--- config.mk ---
export PLATFORM = sky130hd
export DESIGN_NAME = ps2_host_tx
export DESIGN_NICKNAME = d
export VERILOG_FILES = /design/src/rtl/ps2_host_tx.sv
export SDC_FILE = /design/constraint.sdc
export NUM_CORES = 1
export LEC_CHECK = 0
export CORE_MARGIN = 1.5
export CORE_UTILIZATION = 64
export CTS_CLUSTER_SIZE = 25
export DETAILED_ROUTE_END_ITERATION = 12
export PLACE_DENSITY_LB_ADDON = 0.25
export SLEW_MARGIN = 5
export SYNTH_ARGS = -nofsm -noshare
export SYNTH_HDL_FRONTEND = slang
export SYNTH_SLANG_ARGS = --single-unit
export TNS_END_PERCENT = 50
--- constraint.sdc ---
create_clock -name CLOCK_50 -period 6.3 [get_ports CLOCK_50]
set_input_delay 0.945 -clock CLOCK_50 [delete_from_list [all_inputs] [get_ports CLOCK_50]]
set_output_delay 0.945 -clock CLOCK_50 [all_outputs]
set_load 0.01 [all_outputs]
--- src/rtl/ps2_host_tx.sv ---
// ----------------------------------------------------------------------------
// ps2_host_tx
// Host-to-device PS/2 transmitter. Sends one command byte (d0 first, then odd
// parity, then stop) to the attached device. It performs the request-to-send
// sequence, checks the device ACK, and reports success or timeout.
//
// Parameters
//   INHIBIT_CYCLES : CLOCK_50 cycles the clock line is held low before RTS
//   TIMEOUT_CYCLES : max CLOCK_50 cycles between device clock falling edges
//
// Ports
//   CLOCK_50                      in  system clock, rising edge
//   reset                         in  asynchronous active-high reset
//   PS2_CLK / PS2_DAT             in  raw PS/2 line levels (synchronized here)
//   command[7:0]                  in  byte to send, latched on acceptance
//   send_command                  in  request strobe, honoured only in IDLE
//   busy                          out high while a transfer is in progress
//   command_was_sent              out one-cycle pulse on ACK plus line release
//   error_communication_timed_out out one-cycle pulse on timeout / missing ACK
//   PS2_CLK_OUT / PS2_DAT_OUT     out 1 = pull the line low, 0 = release
// ----------------------------------------------------------------------------
module ps2_host_tx #(
    parameter int INHIBIT_CYCLES = 5000,
    parameter int TIMEOUT_CYCLES = 750000
) (
    input  logic       CLOCK_50,
    input  logic       reset,
    input  logic       PS2_CLK,
    input  logic       PS2_DAT,
    input  logic [7:0] command,
    input  logic       send_command,
    output logic       busy,
    output logic       command_was_sent,
    output logic       error_communication_timed_out,
    output logic       PS2_CLK_OUT,
    output logic       PS2_DAT_OUT
);

    localparam int INH_W = (INHIBIT_CYCLES > 2) ? $clog2(INHIBIT_CYCLES) : 1;
    localparam int TMO_W = (TIMEOUT_CYCLES > 2) ? $clog2(TIMEOUT_CYCLES) : 1;
    localparam logic [INH_W-1:0] INH_LAST = INH_W'(INHIBIT_CYCLES - 1);
    localparam logic [TMO_W-1:0] TMO_LAST = TMO_W'(TIMEOUT_CYCLES - 1);

    typedef enum logic [2:0] {
        ST_IDLE         = 3'd0,
        ST_INHIBIT      = 3'd1,
        ST_RTS          = 3'd2,
        ST_DATA         = 3'd3,
        ST_WAIT_ACK     = 3'd4,
        ST_WAIT_RELEASE = 3'd5,
        ST_DONE         = 3'd6,
        ST_ERROR        = 3'd7
    } state_t;

    // Odd parity over data plus parity bit: parity bit is the XNOR of the data.
    function automatic logic odd_parity(input logic [7:0] data);
        return ~^data;
    endfunction

    state_t           state_q, state_d;
    logic [8:0]       frame_q, frame_d;
    logic [3:0]       idx_q, idx_d;
    logic [INH_W-1:0] inh_q, inh_d;
    logic [TMO_W-1:0] tmo_q, tmo_d;
    logic             clk_out_q, clk_out_d;
    logic             dat_out_q, dat_out_d;
    logic             busy_q, busy_d;
    logic             done_q, done_d;
    logic             err_q, err_d;

    logic             clk_meta_q, clk_sync_q, clk_prev_q;
    logic             dat_meta_q, dat_sync_q;
    logic             fe_s;
    logic             tmo_hit_s;

    assign fe_s      = clk_prev_q & ~clk_sync_q;
    assign tmo_hit_s = (tmo_q == TMO_LAST);

    // Two-flop synchronizers for both lines plus the clock edge-detect register.
    // Idle lines are high, so reset to 1 to avoid a phantom edge after reset.
    always_ff @(posedge CLOCK_50 or posedge reset) begin
        if (reset) begin
            clk_meta_q <= 1'b1;
            clk_sync_q <= 1'b1;
            clk_prev_q <= 1'b1;
            dat_meta_q <= 1'b1;
            dat_sync_q <= 1'b1;
        end else begin
            clk_meta_q <= PS2_CLK;
            clk_sync_q <= clk_meta_q;
            clk_prev_q <= clk_sync_q;
            dat_meta_q <= PS2_DAT;
            dat_sync_q <= dat_meta_q;
        end
    end

    // State, datapath and registered output flops.
    always_ff @(posedge CLOCK_50 or posedge reset) begin
        if (reset) begin
            state_q   <= ST_IDLE;
            frame_q   <= 9'd0;
            idx_q     <= 4'd0;
            inh_q     <= '0;
            tmo_q     <= '0;
            clk_out_q <= 1'b0;
            dat_out_q <= 1'b0;
            busy_q    <= 1'b0;
            done_q    <= 1'b0;
            err_q     <= 1'b0;
        end else begin
            state_q   <= state_d;
            frame_q   <= frame_d;
            idx_q     <= idx_d;
            inh_q     <= inh_d;
            tmo_q     <= tmo_d;
            clk_out_q <= clk_out_d;
            dat_out_q <= dat_out_d;
            busy_q    <= busy_d;
            done_q    <= done_d;
            err_q     <= err_d;
        end
    end

    // Next-state logic. Outputs are derived from the next state so that the
    // registered pins change in the same cycle the state register does.
    always_comb begin
        state_d   = state_q;
        frame_d   = frame_q;
        idx_d     = idx_q;
        inh_d     = inh_q;
        tmo_d     = tmo_q;
        dat_out_d = dat_out_q;

        case (state_q)
            ST_IDLE: begin
                dat_out_d = 1'b0;
                if (send_command) begin
                    frame_d = {odd_parity(command), command};
                    idx_d   = 4'd0;
                    inh_d   = '0;
                    tmo_d   = '0;
                    state_d = ST_INHIBIT;
                end else begin
                    state_d = ST_IDLE;
                end
            end

            ST_INHIBIT: begin
                if (inh_q == INH_LAST) begin
                    state_d   = ST_RTS;
                    tmo_d     = '0;
                    dat_out_d = 1'b1;   // start bit: pull data low
                end else begin
                    inh_d     = inh_q + INH_W'(1);
                    dat_out_d = 1'b0;
                end
            end

            ST_RTS: begin
                if (fe_s) begin
                    state_d   = ST_DATA;
                    idx_d     = 4'd0;
                    tmo_d     = '0;
                    dat_out_d = ~frame_q[0];
                end else if (tmo_hit_s) begin
                    state_d   = ST_ERROR;
                    dat_out_d = 1'b0;
                end else begin
                    tmo_d     = tmo_q + TMO_W'(1);
                end
            end

            ST_DATA: begin
                if (fe_s) begin
                    tmo_d = '0;
                    if (idx_q == 4'd8) begin
                        // Parity already on the line: release data for the stop bit.
                        state_d   = ST_WAIT_ACK;
                        dat_out_d = 1'b0;
                    end else begin
                        idx_d     = idx_q + 4'd1;
                        dat_out_d = ~frame_q[idx_q + 4'd1];
                    end
                end else if (tmo_hit_s) begin
                    state_d   = ST_ERROR;
                    dat_out_d = 1'b0;
                end else begin
                    tmo_d     = tmo_q + TMO_W'(1);
                end
            end

            ST_WAIT_ACK: begin
                dat_out_d = 1'b0;
                if (fe_s) begin
                    tmo_d   = '0;
                    state_d = dat_sync_q ? ST_ERROR : ST_WAIT_RELEASE;
                end else if (tmo_hit_s) begin
                    state_d = ST_ERROR;
                end else begin
                    tmo_d   = tmo_q + TMO_W'(1);
                end
            end

            ST_WAIT_RELEASE: begin
                dat_out_d = 1'b0;
                if (clk_sync_q && dat_sync_q) begin
                    state_d = ST_DONE;
                end else if (fe_s) begin
                    tmo_d   = '0;
                end else if (tmo_hit_s) begin
                    state_d = ST_ERROR;
                end else begin
                    tmo_d   = tmo_q + TMO_W'(1);
                end
            end

            ST_DONE: begin
                dat_out_d = 1'b0;
                state_d   = ST_IDLE;
            end

            ST_ERROR: begin
                dat_out_d = 1'b0;
                state_d   = ST_IDLE;
            end

            default: begin
                dat_out_d = 1'b0;
                state_d   = ST_IDLE;
            end
        endcase
    end

    // Registered output decode from the next state.
    always_comb begin
        clk_out_d = (state_d == ST_INHIBIT);
        busy_d    = (state_d != ST_IDLE);
        done_d    = (state_d == ST_DONE);
        err_d     = (state_d == ST_ERROR);
    end

    assign busy                          = busy_q;
    assign command_was_sent              = done_q;
    assign error_communication_timed_out = err_q;
    assign PS2_CLK_OUT                   = clk_out_q;
    assign PS2_DAT_OUT                   = dat_out_q;

endmodule

# ---- Word level (Yosys, flattened, before mapping)
# Index checks and enable logic that the tools add are counted.
dict set report word_totals {
  ff_bits 59
  input_bits 13
  out_inout_bits 5
  word_cells 90
}
dict set report classes {
  n_addsub 3
  n_lt_le_gt_ge 1
  eq_ne 20
  muxes 33
  bitwise 4
  n_reduce_logical 14
}
# operator n
set op_table {}
lappend op_table {{$mux 20} 5}
lappend op_table {{$pmux 20 s4} 1}
lappend op_table {{$mux 13} 2}
lappend op_table {{$pmux 13 s2} 1}
lappend op_table {{$mux 3} 8}
lappend op_table {{$pmux 3 s7} 1}
lappend op_table {{$add 20x1->20 const B} 1}
lappend op_table {{$eq 20x20->1 const B} 1}
lappend op_table {{$eq 3x3->1 const B} 6}
lappend op_table {{$mux 4} 4}
lappend op_table {{$ne 2x2->1 const B} 7}
lappend op_table {{$add 13x1->13 const B} 1}
lappend op_table {{$eq 13x13->1 const B} 1}
lappend op_table {{$pmux 4 s3} 1}
lappend op_table {{$reduce_xnor 8->1} 1}
lappend op_table {{$mux 1} 7}
lappend op_table {{$eq 3x1->1 const B} 2}
lappend op_table {{$eq 3x2->1 const B} 2}
lappend op_table {{$reduce_bool 3->1} 2}
lappend op_table {{$lt 4x5->1 const B} 1}
lappend op_table {{$reduce_and 5->1} 1}
lappend op_table {{$reduce_or 5->1} 1}
lappend op_table {{$add 4x1->4 const B} 1}
lappend op_table {{$bmux 1 s4} 1}
lappend op_table {{14 further kinds} 16}

# ---- Longest topological paths before layout
# Gate-level depths: netlist of run 1.
dict set report logic_depth {
  ltp_word 7
  depth_mapped 8
  depth_no_buf 8
}

# ---- Worst setup path before layout of run 1
# No wires, ideal clock.
dict set report synth_timing {
  kind {reg-to-reg}
  from {register inh_q[4]}
  to {register tmo_q[17]}
  setup_time_ps 137
  arrival_ps 1994
  required_time_ps 6163
  setup_slack_ps 4169
  path_stages_with_launch 8
  n_path_buf 1
  period_less_slack_ps 2131
  path_cell_list {dfrtp_1 > or4b_4 > o31ai_4 > nand2_2 > buf_6 > nor4b_2 > xnor2_1 > nor2_1}
}
dict set report synth_between {
  elab_chain_cells 3
}
# element line_no
set synth_lines {}
lappend synth_lines {{start: declaration} 63} ;# logic [INH_W-1:0] inh_q, inh_d;
lappend synth_lines {{start signal: assignment} 114} ;# inh_q <= inh_d;
lappend synth_lines {{$eq 13x13->1} 149} ;# if (inh_q == INH_LAST) begin
lappend synth_lines {{$ne 2x2->1 (no line)} --}
lappend synth_lines {{$reduce_and 4->1 (no line)} --}
lappend synth_lines {{end signal: assignment} 115} ;# tmo_q <= tmo_d;
lappend synth_lines {{end: declaration} 64} ;# logic [TMO_W-1:0] tmo_q, tmo_d;
# No other way between the ends.
# A chain may end at the register's enable or synchronous reset.

# ---- Final worst setup path of run 1
dict set report layout_timing {
  from {input port send_command}
  to {register inh_q[11]}
}
dict set report layout_between {
  elab_chain_cells 2
}
# element line_no
set layout_lines {}
lappend layout_lines {{start: declaration} 31} ;# input logic send_command,
lappend layout_lines {{$ne 2x2->1 (no line)} --}
lappend layout_lines {{$reduce_and 3->1 (no line)} --}
# No other way between the ends.

==> qor.yml, run 1 <==
path_clk_slew_ps: 60
holdWs_ps: 355
postPlaceCellArea_mm2: 0.00331
die_area_mm2: 0.00529
numPortBuffers: 17
p_per_area_mw_per_mm2: 254
met3_usage: 0.0677
drt_iter0_markers: 184
pwr-share-seq: 0.509
pwr-share-clk: 0.362
yosys.area.top_type: "dfrtp_1"
synthTopCellsByArea: "dfrtp_1 (43%), nand2_1 (6.5%), xnor2_1 (5.6%)"
cts.sinks: 59
synthArstFlopShare: 1.00
crit_arrival_ps: 2910
min_period_ps: 2710
layout_common_cells: "dfrtp_1 (54), nand2_1 (54), nor2_1 (31)"
relSlewSlack: 0.500
grt_util_met1: 0.337
ys_ff_latch: 59
r2r-start: "inh_q[4]$_DFFE_PP0P_"
seq_area_frac_synth: 0.476
fin_util: 0.749
p_sw_frac: 0.265
drt-vias-per-instance: 6.09
cts_hold_buf: 0
design.core.area_mm2: 0.00469
io_pins: 18
ir_worst_vdd_mv: 0.189
grtUsageMet2: 0.431
n_antenna_cell: 0
rows: 25
worst-path-max-fanout: 21
p_comb_frac: 0.129
routedWlPerCell_um: 15.4
drt_pass1_iterations: 4
startpoint_type: "primary input"
hold_path_class: "flip-flop to flip-flop"
post_cts_resized: 0
start_util: 0.663
fin_tns_setup_ps: 0
die_h_um: 72.7
synth.net_count: 347
reg2reg_slack_ps: 3770
htree_levels: 3
switchingPower_uw: 237
cts_tree: "done"
gp_congestion: 0.926
postRouteAntennaNets: 0
synth_area_per_cell_um2: 9.43
cap_viol_max_count: 0
startpoint: "send_command"
finClkSkew_ps: 5.32
vias: 2477
crit_chain: "clkdlybuf4s50_1, and2_1, o21ai_0, nor3_1, xnor2_1, nor2_1"
drv_slew: 0
worst-slew-pin-transition_ps: 744
syn2layout_area_growth_pct: 12.9
intPower_uw: 656
max_freq_mhz: 369
slowest_stage: "and2_1"
leakagePower_nw: 1.48
yosysWarnings: 0
antenna_found_initial: 0
grt_util_all_layers: 0.269
grt_max_degree: 60
critical-path-top-delay-family: "simple AND/OR/NAND/NOR gates"
cts_buffer_depth: 2
grt_setup_unrepaired: "no"
cp.required_ps: 6490
critical_path_class: "primary input to flip-flop"
status: "finished, final reports clean"
clk_latency_ps: 340
yosysUniqueCellTypes: 49
finalSetupViolations: 0
top_usage_layer: "met2"
hold_viol: 0
slowest_delay_ps: 630
nets: 365
grt_pass1_wl_mm: 10.9
yosysTopAreaCellShare: 0.434
synth_edf_count: 0
cts_setup_buffers: 0
cts_buffers: 9
fin_crit_sh: 0.430
cts_root_buf: "clkbuf_8"
path_buf_inv: 1
hold_path_startpoint: "dat_meta_q$_DFF_PP1_"
critPathCaptureType: "flip-flop"
finalWirelength_mm: 6.28
drt_drc_violations_left: 0
die_x_um: 72.7
grt_pass1_vias: 2423
fin_area_mm2: 0.00351
place_hpwl_mm: 4.25
synth_cells: 330
grt.overflow.total: 0
synth_flop_cell: "dfrtp_1"
drive_above_1_share: 0.102
netlist_area_mm2: 0.00311
-- worst paths after layout --
kind                                          endpoint  cells past startpoint
worst min-delay path              dat_sync_q$_DFF_PP1_                      0
worst max register to register   tmo_q[18]$_DFFE_PP0P_                      6
worst max-delay path             inh_q[11]$_DFFE_PP0P_                      6
worst min register to register    dat_sync_q$_DFF_PP1_                      0
min in group asynchronous        tmo_q[17]$_DFFE_PP0P_                      3
max in group asynchronous       frame_q[1]$_DFFE_PP0P_                      3
-- cell usage after synthesis, types with 2 or more instances --
| cell | count |
|---|---|
| o31ai_1 | 7 |
| nor4b_1 | 2 |
| ha_1 | 4 |
| nor4_1 | 3 |
| o41ai_1 | 2 |
| a311o_1 | 2 |
| nor2_1 | 31 |
| nand3_1 | 12 |
| nand2b_1 | 6 |
| and2_1 | 5 |
| nor2b_1 | 3 |
| nand2_1 | 54 |
| dfstp_2 | 5 |
| nand4_1 | 9 |
| or3_1 | 2 |
| dfrtp_1 | 54 |
| mux4_2 | 2 |
| a21oi_1 | 14 |
| o21ai_0 | 22 |
| nor3_1 | 10 |
| nor4_2 | 4 |
| nor3b_1 | 3 |
| xor2_1 | 9 |
| inv_1 | 5 |
| and4_1 | 3 |
| a21o_1 | 2 |
| clkbuf_1 | 9 |
| and3_1 | 6 |
| xnor2_1 | 20 |
-- worst register-to-register path, stage by stage (launching register included) --
cell     delay (ps)
dfrtp_1         440
or4b_4          590
o31ai_4         360
nand2_2         320
nor4b_1         470
xnor2_1         160
nor2_1           50
-- power by group through the flow --
stage | logic [mW] | registers [mW] | clock network [mW]
finish | 0.115 | 0.455 | 0.323
detailed placement | 0.114 | 0.459 | 0
global route | 0.132 | 0.459 | 0.347
floorplan | 0.0878 | 0.450 | 0
global placement | 0.111 | 0.458 | 0
CTS | 0.116 | 0.453 | 0.329
-- cell families after synthesis --
group,count (synthesis),synth area share
AND/OR/NAND/NOR,161,0.268
multiplexers,2,0.0145
flip-flops,59,0.476
buffers and inverters,16,0.0221
XOR/XNOR,29,0.0816
adder cells (fa/ha/maj),4,0.0161
AO/OA/AOI/OAI,59,0.121
-- state kept, by name, indices dropped and copies added, names as in the netlist --
signal / flops
inh_q: 13
clk_sync_q: 1
dat_sync_q: 1
error_communication_timed_out: 1
clk_prev_q: 1
command_was_sent: 1
state_q: 3
idx_q: 4
PS2_CLK_OUT: 1
frame_q: 9
busy: 1
dat_meta_q: 1
PS2_DAT_OUT: 1
tmo_q: 20
clk_meta_q: 1
-- area by class of cell --
class | instances | area [µm²]
Fill cell | 333 | 1180
Clock inverter | 1 | 5.00
Multi-Input combinational cell | 255 | 1580
Inverter | 5 | 18.8
Timing Repair Buffer | 18 | 178
Tap cell | 54 | 67.6
Sequential cell | 59 | 1480
Clock buffer | 15 | 186
-- metrics by stage --
step / cells / worst slack [ps] / power [mW]
after floorplan: 330 / 3910 / 0.537
after global placement: 391 / 3330 / 0.570
after detailed placement: 391 / 3250 / 0.573
after CTS: 407 / 3550 / 0.898
after global routing: 407 / 3400 / 0.939
final: 407 / 3590 / 0.893
-- per-layer routing --
metal  vias to the layer above  share of wire
met5                         -              0
met4                         0          0.017
met3                        11          0.040
met2                        59           0.50
met1                      1200           0.44
li1                       1207              -
No activity file was read; power rests on OpenSTA's default activity.
==> run 2, diff against run 1 <==
CORE_UTILIZATION = 59   (was 64)
clock period = 2.7 ns   (was 6.3 ns; I/O delays follow)
==> run 2 against run 1 <==
Against the previous run: cell count is 5.7% higher; die area is 8.1% higher; sequential share of layout area is 1.2 points lower; critical path depth stayed put; clock power grew to 2.8 times the previous value; sequential cell count stayed put; wire length is 1.1% lower; first-iteration DRC count is 42% lower; largest power group unchanged.
==> qor.yml, run 2 (same netlist as run 1, synthesis figures left out) <==
n_antenna_cell: 0
startpoint_type: "flip-flop"
relSlewSlack: 0.601
max_freq_mhz: 401
hold_path_class: "flip-flop to flip-flop"
finClkSkew_ps: 12.9
drt_iter0_markers: 106
fin_area_mm2: 0.00361
leakagePower_nw: 1.51
critical-path-top-delay-family: "simple AND/OR/NAND/NOR gates"
cts_setup_buffers: 0
crit_arrival_ps: 2720
intPower_mw: 1.67
startpoint: "inh_q[4]$_DFFE_PP0P_"
cts.sinks: 59
worst-path-max-fanout: 21
critical_path_class: "flip-flop to flip-flop"
grt_setup_unrepaired: "no"
p_per_area_mw_per_mm2: 621
cts_tree: "done"
status: "finished, final reports clean"
htree_levels: 3
p_sw_frac: 0.256
switchingPower_uw: 574
cap_viol_max_count: 0
grt_pass1_vias: 2359
drt_drc_violations_left: 0
numPortBuffers: 17
design.core.area_mm2: 0.00511
cp-endpoint: "tmo_q[18]$_DFFE_PP0P_"
worst-slew-pin-transition_ps: 598
post_cts_resized: 0
r2r-start: "inh_q[4]$_DFFE_PP0P_"
cp.required_ps: 2930
routedWlPerCell_um: 14.5
pwr-share-clk: 0.406
grt_util_all_layers: 0.253
postRouteAntennaNets: 0
vias: 2486
start_util: 0.610
cts_buffers: 9
finalSetupViolations: 0
min_period_ps: 2500
slowest_delay_ps: 590
pwr-share-seq: 0.471
fin_crit_sh: 0.924
cts_hold_buf: 0
rows: 26
die_h_um: 75.6
drt-vias-per-instance: 5.78
die_x_um: 75.6
grt.overflow.total: 0
r2r-end: "tmo_q[18]$_DFFE_PP0P_"
io_pins: 18
clk_latency_ps: 350
whs_path_depth: 0
holdWs_ps: 357
r2r_cells: 6
grt_pass1_wl_mm: 10.6
largest_reg_flops: 20
fin_tns_setup_ps: 0
gp_congestion: 0.951
antenna_found_initial: 0
drv_slew: 0
p_comb_frac: 0.123
syn2layout_area_growth_pct: 16.1
largest_register: "tmo_q"
reg2reg_slack_ps: 200
nets: 372
cts_root_buf: "clkbuf_8"
place_hpwl_mm: 4.30
finalWirelength_mm: 6.22
postPlaceCellArea_mm2: 0.00339
path_clk_slew_ps: 60
reg_top3: "tmo_q (20), inh_q (13), frame_q (9)"
crit_cells: 6
ir_worst_vdd_mv: 0.495
place_inst: 414
cts_buffer_depth: 2
layout_common_cells: "dfrtp_1 (54), nand2_1 (54), nor2_1 (31)"
hold_viol: 0
drt_pass1_iterations: 4
critPathCaptureType: "flip-flop"
drive_above_1_share: 0.122
crit_chain: "or4b_4, o31ai_4, nand2_2, nor4b_1, xnor2_1, nor2_1"
finalNonFillerCells: 430
grt_max_degree: 30
slowest_stage: "or4b_4"
die_area_mm2: 0.00572
path_buf_inv: 0
run 2: cell types whose count changed in the layout (fill, tap and decap cells not counted), sizes merged:
| cell | previous run | this run |
|---|---|---|
| clkbuf | 15 | 12 |
| buf | 1 | 8 |
| clkinvlp | 0 | 1 |
| bufinv | 0 | 2 |
run 2: worst min-delay path by stage:
| stage | start | endpoint |
|---|---|---|
| detailed placement | clk_meta_q$_DFF_PP1_ | clk_sync_q$_DFF_PP1_ |
| global placement | dat_meta_q$_DFF_PP1_ | dat_sync_q$_DFF_PP1_ |
| floorplan | clk_meta_q$_DFF_PP1_ | clk_sync_q$_DFF_PP1_ |
| global route | clk_meta_q$_DFF_PP1_ | clk_sync_q$_DFF_PP1_ |
| CTS | clk_meta_q$_DFF_PP1_ | clk_sync_q$_DFF_PP1_ |
| finish | dat_meta_q$_DFF_PP1_ | dat_sync_q$_DFF_PP1_ |
run 2: through the flow:
| stage | util | setup slack (ps) | power, mW |
|---|---|---|---|
| after floorplan | - | 569 | 1.25 |
| after global placement | 0.663 | 280 | 1.33 |
| after detailed placement | 0.663 | 217 | 1.34 |
| after CTS | 0.708 | 208 | 2.26 |
| after global routing | 0.708 | 23.4 | 2.35 |
| final | 0.708 | 204 | 2.25 |
run 2: worst reg2reg max path: cells and delay by family (launching register included):
kind,cells,cell delay [ps]
xor gates and xnor gates,1,160
AOI/OAI and AO/OA,1,360
and+or+nand+nor,4,1440
DFF,1,420
run 2: area by class of cell:
cell class	instances	area, µm²
multi-input combinational	255	1570
fill	407	1490
sequential	59	1480
clock buffer	12	155
timing repair buffer	25	230
inverter	5	18.8
clock inverter	4	72.6
tap	70	87.6
run 2: per-layer routing:
metal  GRT usage  wire length, µm  up-vias
li1            -                -     1227
met1       0.310             2770     1213
met2       0.413             3170       42
met3      0.0926              232        4
met4      0.0933               47        0
met5           0                0        -
run 2: power by group through the flow:
stage / clock, mW / sequential, mW / combinational, mW
floorplan: 0 / 1.05 / 0.205
global placement: 0 / 1.06 / 0.267
detailed placement: 0 / 1.07 / 0.272
CTS: 0.930 / 1.06 / 0.276
global route: 0.967 / 1.07 / 0.312
finish: 0.912 / 1.06 / 0.275
